$ cat config.mk
export PLATFORM = sky130hd
export DESIGN_NAME = bip_control
export DESIGN_NICKNAME = d
export VERILOG_FILES = /design/src/rtl/bip_control.sv
export SDC_FILE = /design/constraint.sdc
export NUM_CORES = 1
export LEC_CHECK = 0
export CAP_MARGIN = 10
export CORE_ASPECT_RATIO = 0.9
export CORE_MARGIN = 2
export CORE_UTILIZATION = 43
export CTS_CLUSTER_SIZE = 14
export DETAILED_ROUTE_END_ITERATION = 7
export PLACE_DENSITY = 0.83
export SYNTH_ARGS = -nofsm -noshare
export SYNTH_HDL_FRONTEND = slang
export SYNTH_SLANG_ARGS = --single-unit
export TNS_END_PERCENT = 100
$ cat constraint.sdc
create_clock -name i_clk -period 1.7 [get_ports i_clk]
set_input_delay 0.34 -clock i_clk [delete_from_list [all_inputs] [get_ports i_clk]]
set_output_delay 0.34 -clock i_clk [all_outputs]
set_load 0.05 [all_outputs]
$ cat src/rtl/bip_control.sv
// bip_control: multi-cycle control unit for the 16-bit BIP-I core.
// Latency: 3 cycles per immediate/STO/NOP instruction, 4 for LD/ADD/SUB; HLT enters HALT 2 cycles after its fetch.
// Backpressure: none; program and data memories are assumed to answer one cycle after they are addressed.
//
// Ports:
//   i_clk, i_reset      - clock and synchronous active-high reset
//   i_instr             - program-memory read data (valid one cycle after o_instr_addr)
//   o_instr_addr        - program-memory address (= PC)
//   o_data_addr         - data-memory address, IR[10:0]
//   o_operand           - IR[10:0] sign-extended to DB bits
//   o_rd_ram / o_wr_ram - data-memory read / write strobes
//   o_sel_a             - accumulator input mux (0 RAM, 1 operand, 2 ALU)
//   o_sel_b, o_op       - ALU B operand select (0 RAM, 1 operand), ALU op (0 add, 1 sub)
//   o_wr_acc            - accumulator write enable, one-cycle pulse in EXEC
//   o_halted            - high once HLT has executed, until reset
//   o_cycle_count       - only when BIP_CYCLE_COUNT_EN is defined: clocks spent outside HALT
//
// Optional feature macro: BIP_CYCLE_COUNT_EN (adds o_cycle_count and its counter).

module bip_control #(
    parameter int DB  = 16,
    parameter int PCW = 11
) (
    input  logic            i_clk,
    input  logic            i_reset,
    input  logic [15:0]     i_instr,
    output logic [PCW-1:0]  o_instr_addr,
    output logic [10:0]     o_data_addr,
    output logic [DB-1:0]   o_operand,
    output logic            o_rd_ram,
    output logic            o_wr_ram,
    output logic [1:0]      o_sel_a,
    output logic            o_sel_b,
    output logic            o_op,
    output logic            o_wr_acc,
    output logic            o_halted
`ifdef BIP_CYCLE_COUNT_EN
    ,
    output logic [31:0]     o_cycle_count
`endif
);

    typedef enum logic [2:0] {
        S_FETCH  = 3'd0,
        S_DECODE = 3'd1,
        S_LOAD   = 3'd2,
        S_EXEC   = 3'd3,
        S_HALT   = 3'd4
    } state_t;

    localparam logic [4:0] OP_HLT  = 5'b00000;
    localparam logic [4:0] OP_STO  = 5'b00001;
    localparam logic [4:0] OP_LD   = 5'b00010;
    localparam logic [4:0] OP_LDI  = 5'b00011;
    localparam logic [4:0] OP_ADD  = 5'b00100;
    localparam logic [4:0] OP_ADDI = 5'b00101;
    localparam logic [4:0] OP_SUB  = 5'b00110;
    localparam logic [4:0] OP_SUBI = 5'b00111;

    state_t           r_state;
    state_t           w_next_state;
    logic [PCW-1:0]   r_pc;
    logic [15:0]      r_ir;
    logic [4:0]       w_ir_opcode;
    logic [4:0]       w_fetch_opcode;

    logic             w_rd_ram;
    logic             w_wr_ram;
    logic [1:0]       w_sel_a;
    logic             w_sel_b;
    logic             w_op;
    logic             w_wr_acc;

    assign w_ir_opcode    = r_ir[15:11];
    // In DECODE the IR is being loaded on this edge, so branch on the
    // memory data directly rather than the (stale) IR contents.
    assign w_fetch_opcode = i_instr[15:11];

    always_ff @(posedge i_clk) begin
        if (i_reset) begin
            r_state <= S_FETCH;
            r_pc    <= '0;
            r_ir    <= '0;
        end else begin
            r_state <= w_next_state;
            if (r_state == S_DECODE) begin
                r_ir <= i_instr;
            end
            // PC advances only in EXEC; HLT never reaches EXEC, so the PC
            // stays pointing at the HLT instruction.
            if (r_state == S_EXEC) begin
                r_pc <= r_pc + PCW'(1);
            end
        end
    end

    always_comb begin
        w_next_state = r_state;
        w_rd_ram     = 1'b0;
        w_wr_ram     = 1'b0;
        w_sel_a      = 2'd0;
        w_sel_b      = 1'b0;
        w_op         = 1'b0;
        w_wr_acc     = 1'b0;

        case (r_state)
            S_FETCH: begin
                w_next_state = S_DECODE;
            end
            S_DECODE: begin
                case (w_fetch_opcode)
                    OP_HLT:                 w_next_state = S_HALT;
                    OP_LD, OP_ADD, OP_SUB:  w_next_state = S_LOAD;
                    default:                w_next_state = S_EXEC;
                endcase
            end
            S_LOAD: begin
                // Address the synchronous RAM now so its data is valid in EXEC.
                w_rd_ram     = 1'b1;
                w_next_state = S_EXEC;
            end
            S_EXEC: begin
                w_next_state = S_FETCH;
                case (w_ir_opcode)
                    OP_STO: begin
                        w_wr_ram = 1'b1;
                    end
                    OP_LD: begin
                        w_rd_ram = 1'b1;
                        w_wr_acc = 1'b1;
                        w_sel_a  = 2'd0;
                    end
                    OP_LDI: begin
                        w_wr_acc = 1'b1;
                        w_sel_a  = 2'd1;
                    end
                    OP_ADD: begin
                        w_rd_ram = 1'b1;
                        w_wr_acc = 1'b1;
                        w_sel_a  = 2'd2;
                    end
                    OP_ADDI: begin
                        w_wr_acc = 1'b1;
                        w_sel_a  = 2'd2;
                        w_sel_b  = 1'b1;
                    end
                    OP_SUB: begin
                        w_rd_ram = 1'b1;
                        w_wr_acc = 1'b1;
                        w_sel_a  = 2'd2;
                        w_op     = 1'b1;
                    end
                    OP_SUBI: begin
                        w_wr_acc = 1'b1;
                        w_sel_a  = 2'd2;
                        w_sel_b  = 1'b1;
                        w_op     = 1'b1;
                    end
                    default: begin
                        // Unassigned opcodes behave as NOP: no strobes.
                    end
                endcase
            end
            S_HALT: begin
                w_next_state = S_HALT;
            end
            default: begin
                w_next_state = S_FETCH;
            end
        endcase
    end

    assign o_instr_addr = r_pc;
    assign o_data_addr  = r_ir[10:0];
    assign o_operand    = {{(DB-11){r_ir[10]}}, r_ir[10:0]};
    assign o_rd_ram     = w_rd_ram;
    assign o_wr_ram     = w_wr_ram;
    assign o_sel_a      = w_sel_a;
    assign o_sel_b      = w_sel_b;
    assign o_op         = w_op;
    assign o_wr_acc     = w_wr_acc;
    assign o_halted     = (r_state == S_HALT);

`ifdef BIP_CYCLE_COUNT_EN
    logic [31:0] r_cycle_count;

    always_ff @(posedge i_clk) begin
        if (i_reset) begin
            r_cycle_count <= '0;
        end else if (r_state != S_HALT) begin
            r_cycle_count <= r_cycle_count + 32'd1;
        end
    end

    assign o_cycle_count = r_cycle_count;
`endif

endmodule

## Word-level counts from Yosys, hierarchy flattened

Index checks and enable logic that the tools add are counted.

| cells by class | value |
|---|---|
| bitwise operators | 0 |
| add/subtract/negate cells | 1 |
| $lt $le $gt $ge | 0 |
| multiplexer cells | 14 |
| multiply operators | 0 |
| divide/modulo/power cells | 0 |
| equal/unequal tests | 14 |
| reduce and logical (&&, ||, !) cells | 8 |
| shift operators | 0 |

Operators by type and width:

| cell | number |
|---|---|
| $eq 5x3->1 const B | 6 |
| $eq 5x2->1 const B | 3 |
| $pmux 3 s4 | 1 |
| $add 11x1->11 const B | 1 |
| $mux 1 | 9 |
| $eq 3x2->1 const B | 2 |
| $pmux 3 s2 | 1 |
| $reduce_or 3->1 | 2 |
| $reduce_or 6->1 | 1 |
| $eq 5x1->1 const B | 1 |
| $logic_not 5->1 | 1 |
| $pmux 2 s2 | 1 |
| $reduce_or 2->1 | 2 |
| $reduce_or 4->1 | 1 |
| $eq 3x1->1 const B | 1 |
| $eq 3x3->1 const B | 1 |
| $logic_not 3->1 | 1 |
| $mux 2 | 1 |
| $pmux 1 s2 | 1 |

| word-level totals | value |
|---|---|
| memories kept | 0 |
| word-level logic and storage cells | 40 |
| bits in read-only memories | 0 |
| memory bits (writable) | 0 |
| output and inout bits | 46 |
| latch bits | 0 |
| register bits | 30 |
| input bits | 18 |

## Depth between registers and ports, before layout

Gate-level depths: netlist (run 1).

| logic depth | value |
|---|---|
| depth in word-level cells | 4 |
| depth in mapped cells | 6 |
| gate-level depth less buffers | 4 |

## Least setup slack after synthesis (run 1)

No wires, ideal clock.

| path | value |
|---|---|
| path kind | register to output |
| from | register r_state[2] |
| to | output port o_op |
| arrival time | 2961 ps |
| cell stages (with the launch flop) | 5 |
| buffers on the path | 1 |
| path slack | -1601 ps |
| data required time | 1360 ps |
| cells stage by stage | dfxtp_1 buf_6 nand3b_1 nor4b_1 and2_1 |

| between the ends | value |
|---|---|
| longest elaborated chain between the ends | 2 |

Ends and longest elaborated chain:

| what | line | text |
|---|---|---|
| start, declared | 60 | `state_t r_state;` |
| start signal, assigned | 85 | `r_state <= w_next_state;` |
| $eq 3x2->1 | 106 | `case (r_state)` |
| $mux 1 | 106 |  |
| end, declared | 34 | `output logic o_op,` |

No other way between the ends.

## Worst setup path after layout (run 1)

| path | value |
|---|---|
| from | register r_ir[14] |
| to | output port o_rd_ram |

| between the ends | value |
|---|---|
| longest elaborated chain between the ends | 4 |
| elaborated cells on any way between the ends | 6 |
| those cells by class | eq/ne: 3; mux: 2; reduce/logical: 1 |

Ends and longest elaborated chain:

| what | line | text |
|---|---|---|
| start, declared | 63 | `logic [15:0] r_ir;` |
| start signal, assigned | 87 | `r_ir <= i_instr;` |
| $eq 5x3->1 or $eq 5x2->1 (tied branches) | 124 | `case (w_ir_opcode)` |
| $reduce_or 3->1 (no line) (*) | n/a |  |
| $mux 1 (*) | 124 |  |
| $pmux 1 s2 (*) | 106 |  |
| end, declared | 30 | `output logic o_rd_ram,` |

Every way passes the cells marked *; elsewhere a longest branch is shown, timed or not.

==> results of run 1 <==
[worst max-delay path by stage]
stage | startpoint | to | slack [ns] | cells after the start
floorplan | r_state[2]$_SDFF_PP0_ | o_op | -0.42 | 4
global placement | i_instr[11] | r_state[1]$_SDFF_PP0_ | 0.003 | 4
detailed placement | i_instr[11] | r_state[1]$_SDFF_PP0_ | -0.04 | 4
CTS | r_ir[14]$_SDFFE_PP0N_ | o_rd_ram | -0.23 | 3
global route | r_ir[14]$_SDFFE_PP0N_ | o_rd_ram | -0.27 | 3
finish | r_ir[14]$_SDFFE_PP0N_ | o_rd_ram | -0.24 | 3
[cells by family (layout without fill, tap and decap cells)]
family / after synthesis / after routing / synth area share, %
DFF: 30 / 30 / 38.59
buffers and inverters: 41 / 91 / 18.57
adders and majority gates: 1 / 1 / 0.8037
muxes: 4 / 4 / 2.894
xor gates and xnor gates: 1 / 1 / 0.5628
and+or+nand+nor: 80 / 80 / 27.01
AOI/OAI and AO/OA: 32 / 32 / 11.58
[worst max-delay path: cells and delay by family (launching register included)]
kind | cells | cell delay [ns]
and+or+nand+nor | 1 | 0.54
DFF | 1 | 0.32
AOI/OAI and AO/OA | 1 | 0.28
buffers and inverters | 1 | 0.17
[per-layer routing]
metal  vias up  part of all wire (%)  track usage, %  routed length [um]
met1       639                    43           23.97                1593
met3         3                   5.5           5.667                 202
met5         -                     0               0                   0
met4         0                  0.57           4.665                  21
li1        712                     -               -                   -
met2        37                    50           31.26                1847
[sequential cells by signal, indices dropped and copies added, names as in the netlist]
register / cells
r_state: 3
o_instr_addr: 11
r_ir: 16
[per-stage QoR]
| stage | hold WS, ns | worst slack (ns) |
|---|---|---|
| global route | 0.4982 | -0.2651 |
| finish | 0.4683 | -0.2361 |
| floorplan | 0.4501 | -0.4200 |
| CTS | 0.4739 | -0.2273 |
| global placement | 0.4583 | 0.002660 |
| detailed placement | 0.4655 | -0.04498 |
[what timing repair did]
| item | 4_1_cts | 5_1_grt |
|---|---|---|
| resized for setup | 10 | 2 |
| setup buffers | 1 | 0 |
| endpoints found under the hold margin | 0 | 0 |
| pin swaps | 6 | 3 |
| setup endpoints to repair | 7 | 7 |
[cell usage in the layout, fill, tap and decap left out, types with 3 or more instances in the layout]
cell type	Yosys	routed
inv_1	3	3
a21oi_1	22	22
nor2_1	9	8
or4_1	4	3
nor2b_1	4	4
dfxtp_1	30	21
buf_12	0	8
nor4_1	4	3
mux2_2	4	4
clkbuf_8	0	6
nand2_1	39	39
buf_4	30	53
dfxtp_2	0	9
o31ai_1	3	3
clkdlybuf4s50_1	0	17
[final cells by class]
class                           instances  area share [%]
Clock buffer                            7           3.810
Clock inverter                          1          0.2209
Inverter                                3          0.4970
Multi-Input combinational cell        118           32.91
Sequential cell                        30           27.00
Tap cell                               44           2.430
Timing Repair Buffer                   80           33.13
[power by group through the flow]
stage               combinational [uW]  sequential [uW]  clock, uW
finish                             498              764        584
CTS                                499              764        590
floorplan                          352              784          0
global route                       531              770        626
global placement                   474              775          0
detailed placement                 479              778          0
==> qor.csv, run 1 <==
stage,metric,value,unit
status,run_status,"finished, violations left",
status,failed_checks,setup timing,
worst_setup_path,worst_path_class_setup,reg -> out,
clocking,clock_latency,0.28,ns
power_and_ir_drop,pwr_total,1846,uW
timing,finalWorstPathRequiredPeriod,1.936,ns
final_layout,postLayoutCellArea,0.002266,mm2
clocking,cts.htree.levels,2,
final_layout,layout-drive-gt1-share,41.00,%
detailed_routing,drt-total-wl,3665,um
detailed_routing,drtPass1Iterations,4,
power_and_ir_drop,lkg_pwr,0.0009591,uW
power_and_ir_drop,swShare,32.30,%
timing,slew_headroom,68.59,%
die,fp.dieArea,0.004118,mm2
synth,yosys.area.top_type,dfxtp_1,
placed_design,place_congestion,0.8022,
clocking,numClockSinks,30,
final_layout,multi_input_comb_area,745.7,um2
worst_setup_path,slowest_stage_cell_on_the_critical_path,or4_4,
clocking,postCtsHoldBufs,0,
worst_setup_path,crit_arrival,1.60,ns
power_and_ir_drop,power_share_of_the_sequential_group,41.4,%
synth,postSynthCellCount,189,
placed_design,placedCellCount,274,
synth,ys_top_cells_by_count,"nand2_1 (39), buf_4 (30), dfxtp_1 (30)",
final_layout,final_util,66.09,%
final_layout,antennaDiodeCount,0,
synth,synth.lib_cells_used.distinct,36,
synth,ys_seq_area_share,38.59,%
die,design.core.area,0.003428,mm2
final_layout,syn_to_final_growth,45.58,%
global_routing,global_route_wire_length_before_repair,5789,um
clocking,tritoncts,done,
timing,timing.final.hold_violations,0,
power_and_ir_drop,total_switching_power,596.4,uW
timing,setup_total_negative_slack,-0.5292,ns
synth,synth_enable_flop_cells,0,
clocking,cts_made_buffers,5,
final_layout,ff_latch_area,611.8,um2
clocking,clock_tree.buffer_depth,2,
clocking,clk_root_buffer_cell,clkbuf_8,
global_routing,grt_antenna_before_repair,0,
worst_setup_path,critical_path_cell_list,"or4_4, a211oi_4, buf_12",
synth,async_flop_share,0,%
power_and_ir_drop,power.density,814.8,mW/mm2
detailed_routing,route.detailed.wl_per_inst,12.95,um
min_path,timing.hold.worst_endpoint,r_ir[0]$_SDFFE_PP0N_,
synth,synth_area_per_cell,8.235,um2
power_and_ir_drop,internal_power,1250,uW
synth,synth_area_leaders,"dfxtp_1 (39%), buf_4 (14%), nand2_1 (9.4%)",
min_path,min_from,r_ir[0]$_SDFFE_PP0N_,
worst_setup_path,reg2reg_to,o_instr_addr[9]$_SDFFE_PP0P_,
timing,portion_of_the_clock_cycle_consumed_by_the_worst_path_in_the_final_layout,113.9,%
worst_setup_path,cp_slowest_stage_delay,0.54,ns
synth,yosysMostFrequentCell,nand2_1,
detailed_routing,drt_drc_violations_left,0,
die,die_h,61.08,um
synth,synthesis.area,0.001556,mm2
worst_setup_path,worst_setup_path_start_kind,flip-flop,
global_routing,final_global_route_overflow_total,0,
power_and_ir_drop,power.share.clock,31.6,%
die,fp-row-count,20,
detailed_routing,num_vias,1391,
clocking,clk_pin_slew,0.06,ns
placed_design,placed_cell_area,0.002115,mm2
worst_setup_path,crit_path_max_fanout,2,
synth,synth-seq-cells,30,
timing,rsz0062_at_grt,yes,
timing,max_transition_viols_final,0,
final_layout,finish.net_count,257,
global_routing,grt_start_max_net_pins,17,
synth,postSynthNetCount,208,
power_and_ir_drop,share_comb_of_total_power,27.0,%
min_path,hold_class,reg -> reg,
die,initial_core_utilization,45.40,%
timing,max_freq,0.5165,GHz
worst_setup_path,cp.required,1.36,ns
detailed_routing,vias_per_cell,4.915,
power_and_ir_drop,worst_ir_drop_vdd,0.0004749,V
detailed_routing,dr.first_iter.drc_count,41,
die,boundaryPins,64,
global_routing,first_global_vias,1282,
min_path,timing.hold.worst_path_depth,2,
final_layout,fillCellCount,282,
global_routing,gr-usage-all-layers,18.71,%
timing,worst_slew_pin_slew,0.4697,ns
job,max-cap-violations,0,
final_layout,fin_cells,283,
worst_setup_path,r2r_start,r_state[2]$_SDFF_PP0_,
synth,ys_warn_count,0,
detailed_routing,number_of_antenna_violating_nets_in_the_routed_design,0,
placed_design,buffer_ports.inserted,63,
synth,synth_ff_type,dfxtp_1,
worst_setup_path,reg2reg_setup_slack,0.09,ns
timing,setup_violations,7,
worst_setup_path,worstRegToRegCells,4,
synth,synthDominantCellAreaShare,38.59,%
worst_setup_path,critPathCaptureType,output port,
placed_design,dp_hpwl,2646,um
timing,finalClockSkew,0.007012,ns
die,die-width,67.42,um
timing,setup_slack,-0.2361,ns
Power figures use the tool's default switching activity.
==> run 2, diff against run 1 <==
Settings changed: GPL_TIMING_DRIVEN set to 1.
==> results of run 2 <==
No change in the layout: final DEF, timing and power equal those of run 1.
